### config.mk
export PLATFORM = sky130hd
export DESIGN_NAME = ahb_apb_bridge_flat
export DESIGN_NICKNAME = d
export VERILOG_FILES = /design/src/rtl/ahb_apb_bridge_pkg.sv /design/src/rtl/ahb_apb_bridge_if.sv /design/src/rtl/apb_timeout.sv /design/src/rtl/ahb_apb_bridge.sv /design/src/flat_wrapper.sv
export SDC_FILE = /design/constraint.sdc
export NUM_CORES = 1
export LEC_CHECK = 0
export ABC_AREA = 1
export CAP_MARGIN = 20
export CORE_AREA = 2 2 234 236
export CTS_CLUSTER_DIAMETER = 200
export DETAILED_ROUTE_END_ITERATION = 7
export DIE_AREA = 0 0 236 238
export GPL_ROUTABILITY_DRIVEN = 0
export PLACE_DENSITY = 0.41
export RECOVER_POWER = 100
export SYNTH_ARGS = -nofsm -noshare
export SYNTH_HDL_FRONTEND = slang
export SYNTH_SLANG_ARGS = --single-unit
### constraint.sdc
create_clock -name HCLK -period 2.2 [get_ports HCLK]
set_clock_uncertainty 0.2 [all_clocks]
set_input_delay 0.33 -clock HCLK [delete_from_list [all_inputs] [get_ports HCLK]]
set_output_delay 0.33 -clock HCLK [all_outputs]
set_load 0.02 [all_outputs]
### src/rtl/ahb_apb_bridge_pkg.sv
// Shared definitions for the AHB-Lite to APB4 bridge: transfer types, FSM states, PPROT layout.
package ahb_apb_bridge_pkg;

    localparam logic [1:0] HTRANS_IDLE   = 2'b00;
    localparam logic [1:0] HTRANS_BUSY   = 2'b01;
    localparam logic [1:0] HTRANS_NONSEQ = 2'b10;
    localparam logic [1:0] HTRANS_SEQ    = 2'b11;

    localparam int PPROT_PRIV   = 0;
    localparam int PPROT_NONSEC = 1;
    localparam int PPROT_INSTR  = 2;

    typedef enum logic [2:0] {
        ST_IDLE,
        ST_SETUP,
        ST_ACCESS,
        ST_ERR1,
        ST_ERR2
    } bridge_state_e;

    // AHB HPROT[0] is "data", so the APB instruction bit is its inverse.
    function automatic logic [2:0] map_pprot(input logic [3:0] hprot);
        logic [2:0] p;
        p               = '0;
        p[PPROT_PRIV]   = hprot[1];
        p[PPROT_NONSEC] = 1'b0;
        p[PPROT_INSTR]  = ~hprot[0];
        return p;
    endfunction

endpackage

### src/rtl/ahb_apb_bridge_if.sv
// AHB-Lite subordinate side and APB4 requester side of the bridge in one bundle.
interface ahb_apb_bridge_if #(
    parameter int PA_BITS = 56,
    parameter int XLEN    = 64,
    parameter int NSLV    = 4
);
    logic                   HSEL;
    logic [PA_BITS-1:0]     HADDR;
    logic [1:0]             HTRANS;
    logic                   HWRITE;
    logic [2:0]             HSIZE;
    logic [3:0]             HPROT;
    logic [XLEN-1:0]        HWDATA;
    logic [XLEN/8-1:0]      HWSTRB;
    logic                   HREADY;
    logic                   HREADYOUT;
    logic                   HRESP;
    logic [XLEN-1:0]        HRDATA;

    logic [NSLV-1:0]        PSEL;
    logic                   PENABLE;
    logic [PA_BITS-1:0]     PADDR;
    logic                   PWRITE;
    logic [XLEN-1:0]        PWDATA;
    logic [XLEN/8-1:0]      PSTRB;
    logic [2:0]             PPROT;
    logic [NSLV-1:0]        PREADY;
    logic [NSLV*XLEN-1:0]   PRDATA;
    logic [NSLV-1:0]        PSLVERR;

    // Bridge view.
    modport slave (
        input  HSEL, HADDR, HTRANS, HWRITE, HSIZE, HPROT, HWDATA, HWSTRB, HREADY,
        output HREADYOUT, HRESP, HRDATA,
        output PSEL, PENABLE, PADDR, PWRITE, PWDATA, PSTRB, PPROT,
        input  PREADY, PRDATA, PSLVERR
    );

    // Surrounding system view (AHB manager plus APB peripherals).
    modport master (
        output HSEL, HADDR, HTRANS, HWRITE, HSIZE, HPROT, HWDATA, HWSTRB, HREADY,
        input  HREADYOUT, HRESP, HRDATA,
        input  PSEL, PENABLE, PADDR, PWRITE, PWDATA, PSTRB, PPROT,
        output PREADY, PRDATA, PSLVERR
    );

endinterface

### src/rtl/apb_timeout.sv
// Counts stalled APB ACCESS cycles and flags the cycle in which the limit is reached.
module apb_timeout #(
    parameter int TIMEOUT = 256
) (
    input  logic clk,
    input  logic rst_n,
    input  logic clr_i,
    input  logic en_i,
    output logic expired_o
);

    generate
        if (TIMEOUT > 0) begin : g_timer
            localparam int CW = $clog2(TIMEOUT + 1);
            logic [CW-1:0] count_q, count_d;

            always_comb begin
                count_d = count_q;
                if (clr_i) begin
                    count_d = '0;
                end else if (en_i) begin
                    count_d = count_q + 1'b1;
                end
            end

            always_ff @(posedge clk or negedge rst_n) begin
                if (!rst_n) begin
                    count_q <= '0;
                end else begin
                    count_q <= count_d;
                end
            end

            // Fires on the TIMEOUT-th stalled cycle, so ACCESS lasts exactly TIMEOUT cycles.
            assign expired_o = en_i && (count_q == CW'(TIMEOUT - 1));
        end else begin : g_no_timer
            logic unused_inputs;
            assign unused_inputs = ^{clk, rst_n, clr_i, en_i};
            assign expired_o     = 1'b0;
        end
    endgenerate

endmodule

### src/rtl/ahb_apb_bridge.sv
// AHB-Lite subordinate that turns single transfers into APB4 SETUP/ACCESS cycles across NSLV peripherals.
module ahb_apb_bridge
    import ahb_apb_bridge_pkg::*;
#(
    parameter int PA_BITS       = 56,
    parameter int XLEN          = 64,
    parameter int NSLV          = 4,
    parameter int SLV_SIZE_BITS = 12,
    parameter int TIMEOUT       = 256
) (
    input  logic             HCLK,
    input  logic             HRESETn,
    ahb_apb_bridge_if.slave  bus
);

    localparam int IDX_W    = (NSLV > 1) ? $clog2(NSLV) : 1;
    localparam int MAX_SIZE = $clog2(XLEN / 8);

    bridge_state_e        state_q, state_d, start_st;
    logic [PA_BITS-1:0]   paddr_q;
    logic                 pwrite_q;
    logic [2:0]           pprot_q;
    logic [IDX_W-1:0]     idx_q;
    logic [IDX_W-1:0]     req_idx;

    logic accept, req_legal, can_accept, take;
    logic sel_ready, sel_err, complete, apb_active;
    logic timer_clr, timer_en, expired;
    logic unused_bits;

    assign unused_bits = ^{bus.HTRANS[0], bus.HPROT[3:2]};

    assign req_idx   = (NSLV > 1) ? bus.HADDR[SLV_SIZE_BITS +: IDX_W] : '0;
    assign accept    = bus.HSEL && bus.HTRANS[1] && bus.HREADY;
    assign req_legal = ({1'b0, req_idx} < (IDX_W + 1)'(NSLV)) && (bus.HSIZE <= 3'(MAX_SIZE));
    assign start_st  = req_legal ? ST_SETUP : ST_ERR1;

    assign sel_ready = bus.PREADY[idx_q];
    assign sel_err   = bus.PSLVERR[idx_q];
    assign complete  = (state_q == ST_ACCESS) && sel_ready && !sel_err;

    // A new address phase is only taken when the previous data phase is ending.
    assign can_accept = (state_q == ST_IDLE) || (state_q == ST_ERR2) || complete;
    assign take       = accept && can_accept;

    always_comb begin
        state_d       = state_q;
        bus.HREADYOUT = 1'b1;
        bus.HRESP     = 1'b0;
        unique case (state_q)
            ST_IDLE, ST_ERR2: begin
                bus.HRESP = (state_q == ST_ERR2);
                state_d   = take ? start_st : ST_IDLE;
            end
            ST_SETUP: begin
                bus.HREADYOUT = 1'b0;
                state_d       = ST_ACCESS;
            end
            ST_ACCESS: begin
                bus.HREADYOUT = complete;
                if (complete) begin
                    state_d = take ? start_st : ST_IDLE;
                end else if (sel_ready || expired) begin
                    state_d = ST_ERR1;
                end
            end
            ST_ERR1: begin
                bus.HREADYOUT = 1'b0;
                bus.HRESP     = 1'b1;
                state_d       = ST_ERR2;
            end
            default: state_d = ST_IDLE;
        endcase
    end

    always_ff @(posedge HCLK or negedge HRESETn) begin
        if (!HRESETn) begin
            state_q  <= ST_IDLE;
            paddr_q  <= '0;
            pwrite_q <= 1'b0;
            pprot_q  <= '0;
            idx_q    <= '0;
        end else begin
            state_q <= state_d;
            if (take) begin
                paddr_q  <= bus.HADDR;
                pwrite_q <= bus.HWRITE;
                pprot_q  <= map_pprot(bus.HPROT);
                idx_q    <= req_idx;
            end
        end
    end

    assign timer_clr = (state_d == ST_SETUP);
    assign timer_en  = (state_q == ST_ACCESS) && !sel_ready;

    apb_timeout #(.TIMEOUT(TIMEOUT)) u_timeout (
        .clk       (HCLK),
        .rst_n     (HRESETn),
        .clr_i     (timer_clr),
        .en_i      (timer_en),
        .expired_o (expired)
    );

    // Write data is taken straight from HWDATA, which the manager holds while we stall.
    assign apb_active  = (state_q == ST_SETUP) || (state_q == ST_ACCESS);
    assign bus.PSEL    = apb_active ? (NSLV'(1) << idx_q) : '0;
    assign bus.PENABLE = (state_q == ST_ACCESS);
    assign bus.PADDR   = paddr_q;
    assign bus.PWRITE  = pwrite_q;
    assign bus.PPROT   = pprot_q;
    assign bus.PWDATA  = apb_active ? bus.HWDATA : '0;
    assign bus.PSTRB   = (apb_active && pwrite_q) ? bus.HWSTRB : '0;
    assign bus.HRDATA  = complete ? bus.PRDATA[idx_q * XLEN +: XLEN] : '0;

endmodule

### src/flat_wrapper.sv
// flat-port wrapper written by rule: the top's interface ports become plain ports
module ahb_apb_bridge_flat import ahb_apb_bridge_pkg::*;
#(
    parameter int PA_BITS       = 56,
    parameter int XLEN          = 64,
    parameter int NSLV          = 4,
    parameter int SLV_SIZE_BITS = 12,
    parameter int TIMEOUT       = 256
)
  (HCLK, HRESETn, bus_HSEL, bus_HADDR, bus_HTRANS, bus_HWRITE, bus_HSIZE, bus_HPROT, bus_HWDATA, bus_HWSTRB, bus_HREADY, bus_HREADYOUT, bus_HRESP, bus_HRDATA, bus_PSEL, bus_PENABLE, bus_PADDR, bus_PWRITE, bus_PWDATA, bus_PSTRB, bus_PPROT, bus_PREADY, bus_PRDATA, bus_PSLVERR);
  ahb_apb_bridge_if #(.PA_BITS(PA_BITS), .XLEN(XLEN), .NSLV(NSLV)) bus_i ();
  input  logic HCLK;
  input  logic HRESETn;
  input wire logic [$bits(bus_i.HSEL)-1:0] bus_HSEL;
  input wire logic [$bits(bus_i.HADDR)-1:0] bus_HADDR;
  input wire logic [$bits(bus_i.HTRANS)-1:0] bus_HTRANS;
  input wire logic [$bits(bus_i.HWRITE)-1:0] bus_HWRITE;
  input wire logic [$bits(bus_i.HSIZE)-1:0] bus_HSIZE;
  input wire logic [$bits(bus_i.HPROT)-1:0] bus_HPROT;
  input wire logic [$bits(bus_i.HWDATA)-1:0] bus_HWDATA;
  input wire logic [$bits(bus_i.HWSTRB)-1:0] bus_HWSTRB;
  input wire logic [$bits(bus_i.HREADY)-1:0] bus_HREADY;
  output wire logic [$bits(bus_i.HREADYOUT)-1:0] bus_HREADYOUT;
  output wire logic [$bits(bus_i.HRESP)-1:0] bus_HRESP;
  output wire logic [$bits(bus_i.HRDATA)-1:0] bus_HRDATA;
  output wire logic [$bits(bus_i.PSEL)-1:0] bus_PSEL;
  output wire logic [$bits(bus_i.PENABLE)-1:0] bus_PENABLE;
  output wire logic [$bits(bus_i.PADDR)-1:0] bus_PADDR;
  output wire logic [$bits(bus_i.PWRITE)-1:0] bus_PWRITE;
  output wire logic [$bits(bus_i.PWDATA)-1:0] bus_PWDATA;
  output wire logic [$bits(bus_i.PSTRB)-1:0] bus_PSTRB;
  output wire logic [$bits(bus_i.PPROT)-1:0] bus_PPROT;
  input wire logic [$bits(bus_i.PREADY)-1:0] bus_PREADY;
  input wire logic [$bits(bus_i.PRDATA)-1:0] bus_PRDATA;
  input wire logic [$bits(bus_i.PSLVERR)-1:0] bus_PSLVERR;
  assign bus_i.HSEL = bus_HSEL;
  assign bus_i.HADDR = bus_HADDR;
  assign bus_i.HTRANS = bus_HTRANS;
  assign bus_i.HWRITE = bus_HWRITE;
  assign bus_i.HSIZE = bus_HSIZE;
  assign bus_i.HPROT = bus_HPROT;
  assign bus_i.HWDATA = bus_HWDATA;
  assign bus_i.HWSTRB = bus_HWSTRB;
  assign bus_i.HREADY = bus_HREADY;
  assign bus_HREADYOUT = bus_i.HREADYOUT;
  assign bus_HRESP = bus_i.HRESP;
  assign bus_HRDATA = bus_i.HRDATA;
  assign bus_PSEL = bus_i.PSEL;
  assign bus_PENABLE = bus_i.PENABLE;
  assign bus_PADDR = bus_i.PADDR;
  assign bus_PWRITE = bus_i.PWRITE;
  assign bus_PWDATA = bus_i.PWDATA;
  assign bus_PSTRB = bus_i.PSTRB;
  assign bus_PPROT = bus_i.PPROT;
  assign bus_i.PREADY = bus_PREADY;
  assign bus_i.PRDATA = bus_PRDATA;
  assign bus_i.PSLVERR = bus_PSLVERR;
  ahb_apb_bridge #(.PA_BITS(PA_BITS), .XLEN(XLEN), .NSLV(NSLV), .SLV_SIZE_BITS(SLV_SIZE_BITS), .TIMEOUT(TIMEOUT)) u_core (.HCLK(HCLK), .HRESETn(HRESETn), .bus(bus_i));
endmodule
======== After elaboration in Yosys (flattened, before gate mapping) ========
Cells that the tools add are included.
storage, ports and cells
  register bits ........................... 73
  latch bits .............................. 0
  RAM bits ................................ 0
  bits in read-only memories .............. 0
  input bits .............................. 406
  output and inout port bits .............. 203
  memories kept ........................... 0
cells by class
  add/sub/neg operators ................... 1
  multiply operators ...................... 0
  div/mod/pow operators ................... 0
  order comparisons ....................... 2
  eq/ne operators ......................... 6
  shift operators ......................... 2
  multiplexer cells ....................... 17
  bitwise operators ....................... 1
  reduce and logical (&&, ||, !) cells .... 18
operators by type and width
  kind                   count
  $shiftx A256 B9 Y64    1
  $mux W64               2
  $mux W9                2
  $pmux W3 S4            1
  $add A9 B1 Y9 const B  1
  $eq A9 B8 Y1 const B   1
  $mux W3                3
  $logic_and A1 B1 Y1    8
  $mux W8                1
  $eq A3 B1 Y1 const B   2
  $eq A3 B2 Y1 const B   2
  $bmux W1 S2            2
  $logic_or A1 B1 Y1     4
  $mux W4                1
  $pmux W1 S2            2
  $reduce_or A2 Y1       2
  $shl A1 B2 Y4 const A  1
  $eq A3 B3 Y1 const B   1
  $le A3 B2 Y1 const B   1
  $logic_not A3 Y1       1
  $lt A2 B3 Y1 const B   1
  $logic_not A1 Y1       2
  $mux W1                2
  $mux W2                1
  2 further kinds        2

======== Logic depth before layout (Yosys ltp) ========
  depth in word-level cells ............... 11
  depth in mapped cells ................... 12

======== By module ========
From an unflattened synthesis, not the netlist that was laid out.
unflattened totals
  cells, all modules ...................... 831
  area, all modules ....................... 5,268.8 um^2
modules (own cells, without submodules)
  module          instances  cells each  area each (um^2)  seq. area each (um^2)
  ahb_apb_bridge  1          763         4,767.1           1,551.5
  apb_timeout     1          68          501.7             225.2

======== Least setup slack after synthesis ========
No wires, ideal clock.
  path kind ............................... register to output
  start ................................... register u_core.idx_q[0]
  end ..................................... output port bus_HRDATA[14]
  arrival time ............................ 1.702 ns
  setup slack ............................. -0.032 ns
  stages on the path, launching flop included .. 7
  buffers on the path ..................... 3
  path through ............................ dfrtp_1 -> buf_6 -> nor2_2 -> buf_4 -> clkbuf_1 -> a22oi_1 -> a31oi_1
between the ends
  longest elaborated chain between the ends .. 5
  elaborated cells on any way between the ends .. 9
  those cells by class .................... 1 x shift; 5 x mux; 3 x reduce/logical
RTL lines
  element                                                      line                   RTL
  start, declared                                              ahb_apb_bridge.sv:23   logic [IDX_W-1:0] idx_q;
  start signal, assigned                                       ahb_apb_bridge.sv:89   idx_q <= req_idx;
  branches (longest 4 deep; another with $shiftx A256 B9 Y64)  -
  $mux W64 *                                                   ahb_apb_bridge.sv:114  assign bus.HRDATA = complete ? bus.PRDATA[idx_q * XLEN +: XLEN] : '0;
  end, declared                                                flat_wrapper.sv:25     output wire logic [$bits(bus_i.HRDATA)-1:0] bus_HRDATA;
Every way passes the cells marked *. The select of a mux whose other input is x is not followed.

======== Worst setup path after layout ========
  start ................................... register u_core.idx_q[0]
  end ..................................... output port bus_HRDATA[53]
Same word-level chain as after synthesis.

==> impl_metrics.py <==
metrics = {
    "detailed_routing": {
        "routed-via-count": 8600,
        "viasPerCell": 3.85,
        "drt-total-wl_um": 45700,
        "dr.pass1.iters": 5,
        "drtAntennaViolNets": 0,
        "post-route-drc-count": 0,
        "post_drt_wl_per_cell_um": 20.5,
        "drt_iter0_drc": 295,
    },
    "worst_setup_path": {
        "crit_arrival_ns": 1.99,
        "critPathRequiredTime_ns": 1.67,
        "max_stage_delay_ns": 0.47,
        "path_buf_inv": 4,
        "crit_slowest_cell": "dfrtp_2",
        "crit_path_end_kind": "primary output",
        "cp-start-kind": "register",
        "path_delay_family": "buffers and inverters",
        "cp_max_fo": 6,
        "cp_cell_sequence": "buf_6 -> nand3_2 -> nand3_2 -> nor2_4 -> nand2_4 -> buf_8 -> buf_8 -> a31oi_1 -> buf_4",
        "critPathKind": "register to primary output",
    },
    "final_layout": {
        "area_delta_synth_final_pct": 184,
        "multi_input_area_mm2": 0.00457,
        "regArea_mm2": 0.00178,
        "drive_above_1_share_pct": 37.6,
        "num-nets-final": 1925,
        "nFillCells": 5673,
    },
    "placement": {
        "io_buffers": 602,
        "post-place-ws_ns": -0.715,
        "post-dp-hpwl_um": 35600,
    },
    "clocking": {
        "clk_pin_slew_ns": 0.06,
        "cts_root_buf": "clkbuf_16",
        "htree_levels": 3,
        "cts_buffers": 9,
        "clock_path_buffers": 2,
        "clock-sinks": 71,
        "clock_latency_ns": 0.35,
        "cts_tree": "done",
    },
    "floorplanning": {
        "fp-row-count": 85,
        "die-area_mm2": 0.0562,
        "die_x_um": 236,
        "initial_core_util_pct": 10.5,
        "die_h_um": 238,
        "core_area_mm2": 0.0535,
        "pin_count": 609,
    },
    "flow_run": {
        "maxCapViolations": 0,
    },
    "synth": {
        "muxShareOfSynthArea_pct": 0,
        "synth_cell_types": 32,
        "netlist_instances": 825,
        "yosys.area_share.adder_pct": 0.446,
        "synth_top_cell_by_area": "dfrtp_1",
        "yosysWarnings": 0,
        "synth-compound-area-share_pct": 17.8,
        "syn_nets": 1233,
        "synth_top_family_by_area": "simple AND/OR/NAND/NOR gates",
        "synth_area_leaders": "dfrtp_1, nand2_1, a22oi_1, nand3_2, a31oi_1",
        "post_synth_and_or_nand_nor_area_fraction_pct": 36.0,
        "yosysSeqAreaShare_pct": 31.6,
        "synth_area_mm2": 0.00562,
        "avgSynthCellArea_um2": 6.81,
        "post_synth_xor_area_fraction_pct": 0.624,
        "synth_top_area_share_pct": 31.6,
        "synth_seq_cells": 71,
    },
    "grt": {
        "grt_usage_pct": 15.2,
        "grt_overflow_total": 0,
        "first_global_vias": 8761,
        "antenna_found_initial": 21,
        "grt_pass1_wl_um": 62600,
        "grt_start_max_net_pins": 34,
    },
    "min_path": {
        "hold_class": "register to register",
    },
    "run_status": {
        "outcome": "finished, violations left",
        "violations": "setup timing",
    },
    "timing": {
        "timing.hold.ws_ns": 0.267,
        "slew-limit-headroom_pct": 50.6,
        "setup_violations": 200,
        "fmax_mhz": 396,
        "maxSlewViolCount": 0,
        "rsz0062_at_grt": "true",
        "setup_ws_ns": -0.323,
        "fin_crit_sh_pct": 115,
        "fin_tns_setup_ns": -34.12,
        "hold_violations": 0,
        "fin_crit_ns": 2.52,
        "tightest_slew_ns": 0.741,
    },
    "power_and_ir_drop": {
        "irDropWorstVdd_mv": 0.562,
        "p_leak_nw": 6.56,
        "powerDensity_mw_per_mm2": 1250,
        "p_total_mw": 19.9,
    },
}
-- sequential cells by signal, indices dropped and copies added, names as in the netlist --
name	count
u_core.bus.PADDR	55
u_core.bus.PWRITE	1
u_core.idx_q	1
u_core.u_timeout.g_timer.count_q	9
u_core.state_q	3
u_core.bus.PPROT	2
-- cells in the final DEF (no fill, tap or decap), types with 5 or more instances in the layout --
master           netlist  layout
clkdlybuf4s50_1        0     399
nand2_1              275     216
buf_6                  3     119
inv_1                 90      87
buf_4                  8      83
nor2_4                 1      80
dfrtp_1               71      68
dlygate4sd3_1          0      58
nand2_2                5      52
nand3_2               41      41
a22oi_1               64      40
buf_12                 5      40
nand3_1               29      26
a31oi_4                0      26
a22oi_2                0      24
a31oi_1               64      21
a31oi_2                0      17
clkbuf_16              0      14
diode_2                0      13
nand2_4                2      12
buf_8                  0      11
a21oi_1                7       9
buf_16                 0       9
buf_2                 23       9
nor2_1                82       5
-- Yosys cell counts (all sizes together) --
master  instances
clkbuf         20
inv            97
nand3          70
dfrtp          71
nor4            1
conb            1
xor2            4
nor3            4
a31oi          64
o21ai           5
o22ai           1
buf            41
a22oi          64
a21oi          12
nor2           86
ha              2
nand2         282
-- path summary, 6_finish.rpt --
check                                startpoint                    to  slack, ns  depth (start not counted)
max                             u_core.idx_q[0]        bus_HRDATA[53]      -0.32                          9
min                        u_core.bus.PADDR[24]  u_core.bus.PADDR[24]       0.27                          2
max reg2reg                     u_core.idx_q[0]  u_core.bus.PADDR[50]      -0.20                         15
min reg2reg                u_core.bus.PADDR[24]  u_core.bus.PADDR[24]       0.27                          2
max in group asynchronous               HRESETn       u_core.idx_q[0]       0.23                          3
min in group asynchronous               HRESETn   u_core.bus.PPROT[0]       0.39                          2
-- worst min-delay path, cell delays in order, from the launching register on --
cell and delay, ns:
dfrtp_1 0.34, nand2_1 0.05, nand2_1 0.05
-- per-stage QoR --
| step | instance area (um^2) | cells | util [%] |
|---|---|---|---|
| 2_1_floorplan | 5650 | 825 | - |
| 3_3_place_gp | 13000 | 2140 | 24.3 |
| 3_5_place_dp | 13000 | 2140 | 24.3 |
| 4_1_cts | 15100 | 2214 | 28.2 |
| 5_1_grt | 16000 | 2229 | 29.8 |
| 6_report | 16000 | 2231 | 29.8 |
-- cell type report --
| type | count | area share, % |
|---|---|---|
| multi-input cells | 597 | 28.7 |
| well taps | 696 | 5.46 |
| diodes | 13 | 0.204 |
| repair inverters | 1 | 0.125 |
| inverters | 97 | 2.47 |
| flip-flops and latches | 71 | 11.2 |
| clock inverters | 4 | 0.345 |
| clock buffers | 12 | 1.54 |
| repair buffers | 740 | 50.0 |
-- power breakdown --
part / leakage, nW / switching [mW] / internal [mW]
Clock: 0.143 / 0.589 / 0.914
Combinational: 5.52 / 8.36 / 7.72
Sequential: 0.890 / 0.431 / 1.88
Total: 6.56 / 9.38 / 10.5
-- layer usage --
layer / GRT usage [%] / up-vias / wire, um
li1: - / 4097 / -
met1: 16.0 / 4009 / 16100
met2: 26.8 / 408 / 23900
met4: 8.01 / 6 / 1710
met3: 5.33 / 80 / 3940
met5: 0 / - / 40
-- kinds of logic (layout without fill, tap and decap cells) --
| kind of cell | count (synthesis) | after routing |
|---|---|---|
| buffers and inverters | 158 | 854 |
| other | 1 | 14 |
| adders and majority gates | 2 | 2 |
| AOI/OAI and AO/OA | 146 | 146 |
| and+or+nand+nor | 443 | 444 |
| DFF | 71 | 71 |
| xor gates and xnor gates | 4 | 4 |
-- repair_timing --
action / 4_1_cts / 5_1_grt
pin swaps: 9 / 24
setup endpoints to repair: 202 / 210
hold buffers: 1 / 0
hold endpoints to repair: 22 / 0
setup buffers: 44 / 11
gates cloned: 16 / 6
resized for setup: 1004 / 199
(Power assumes the default switching activity.)
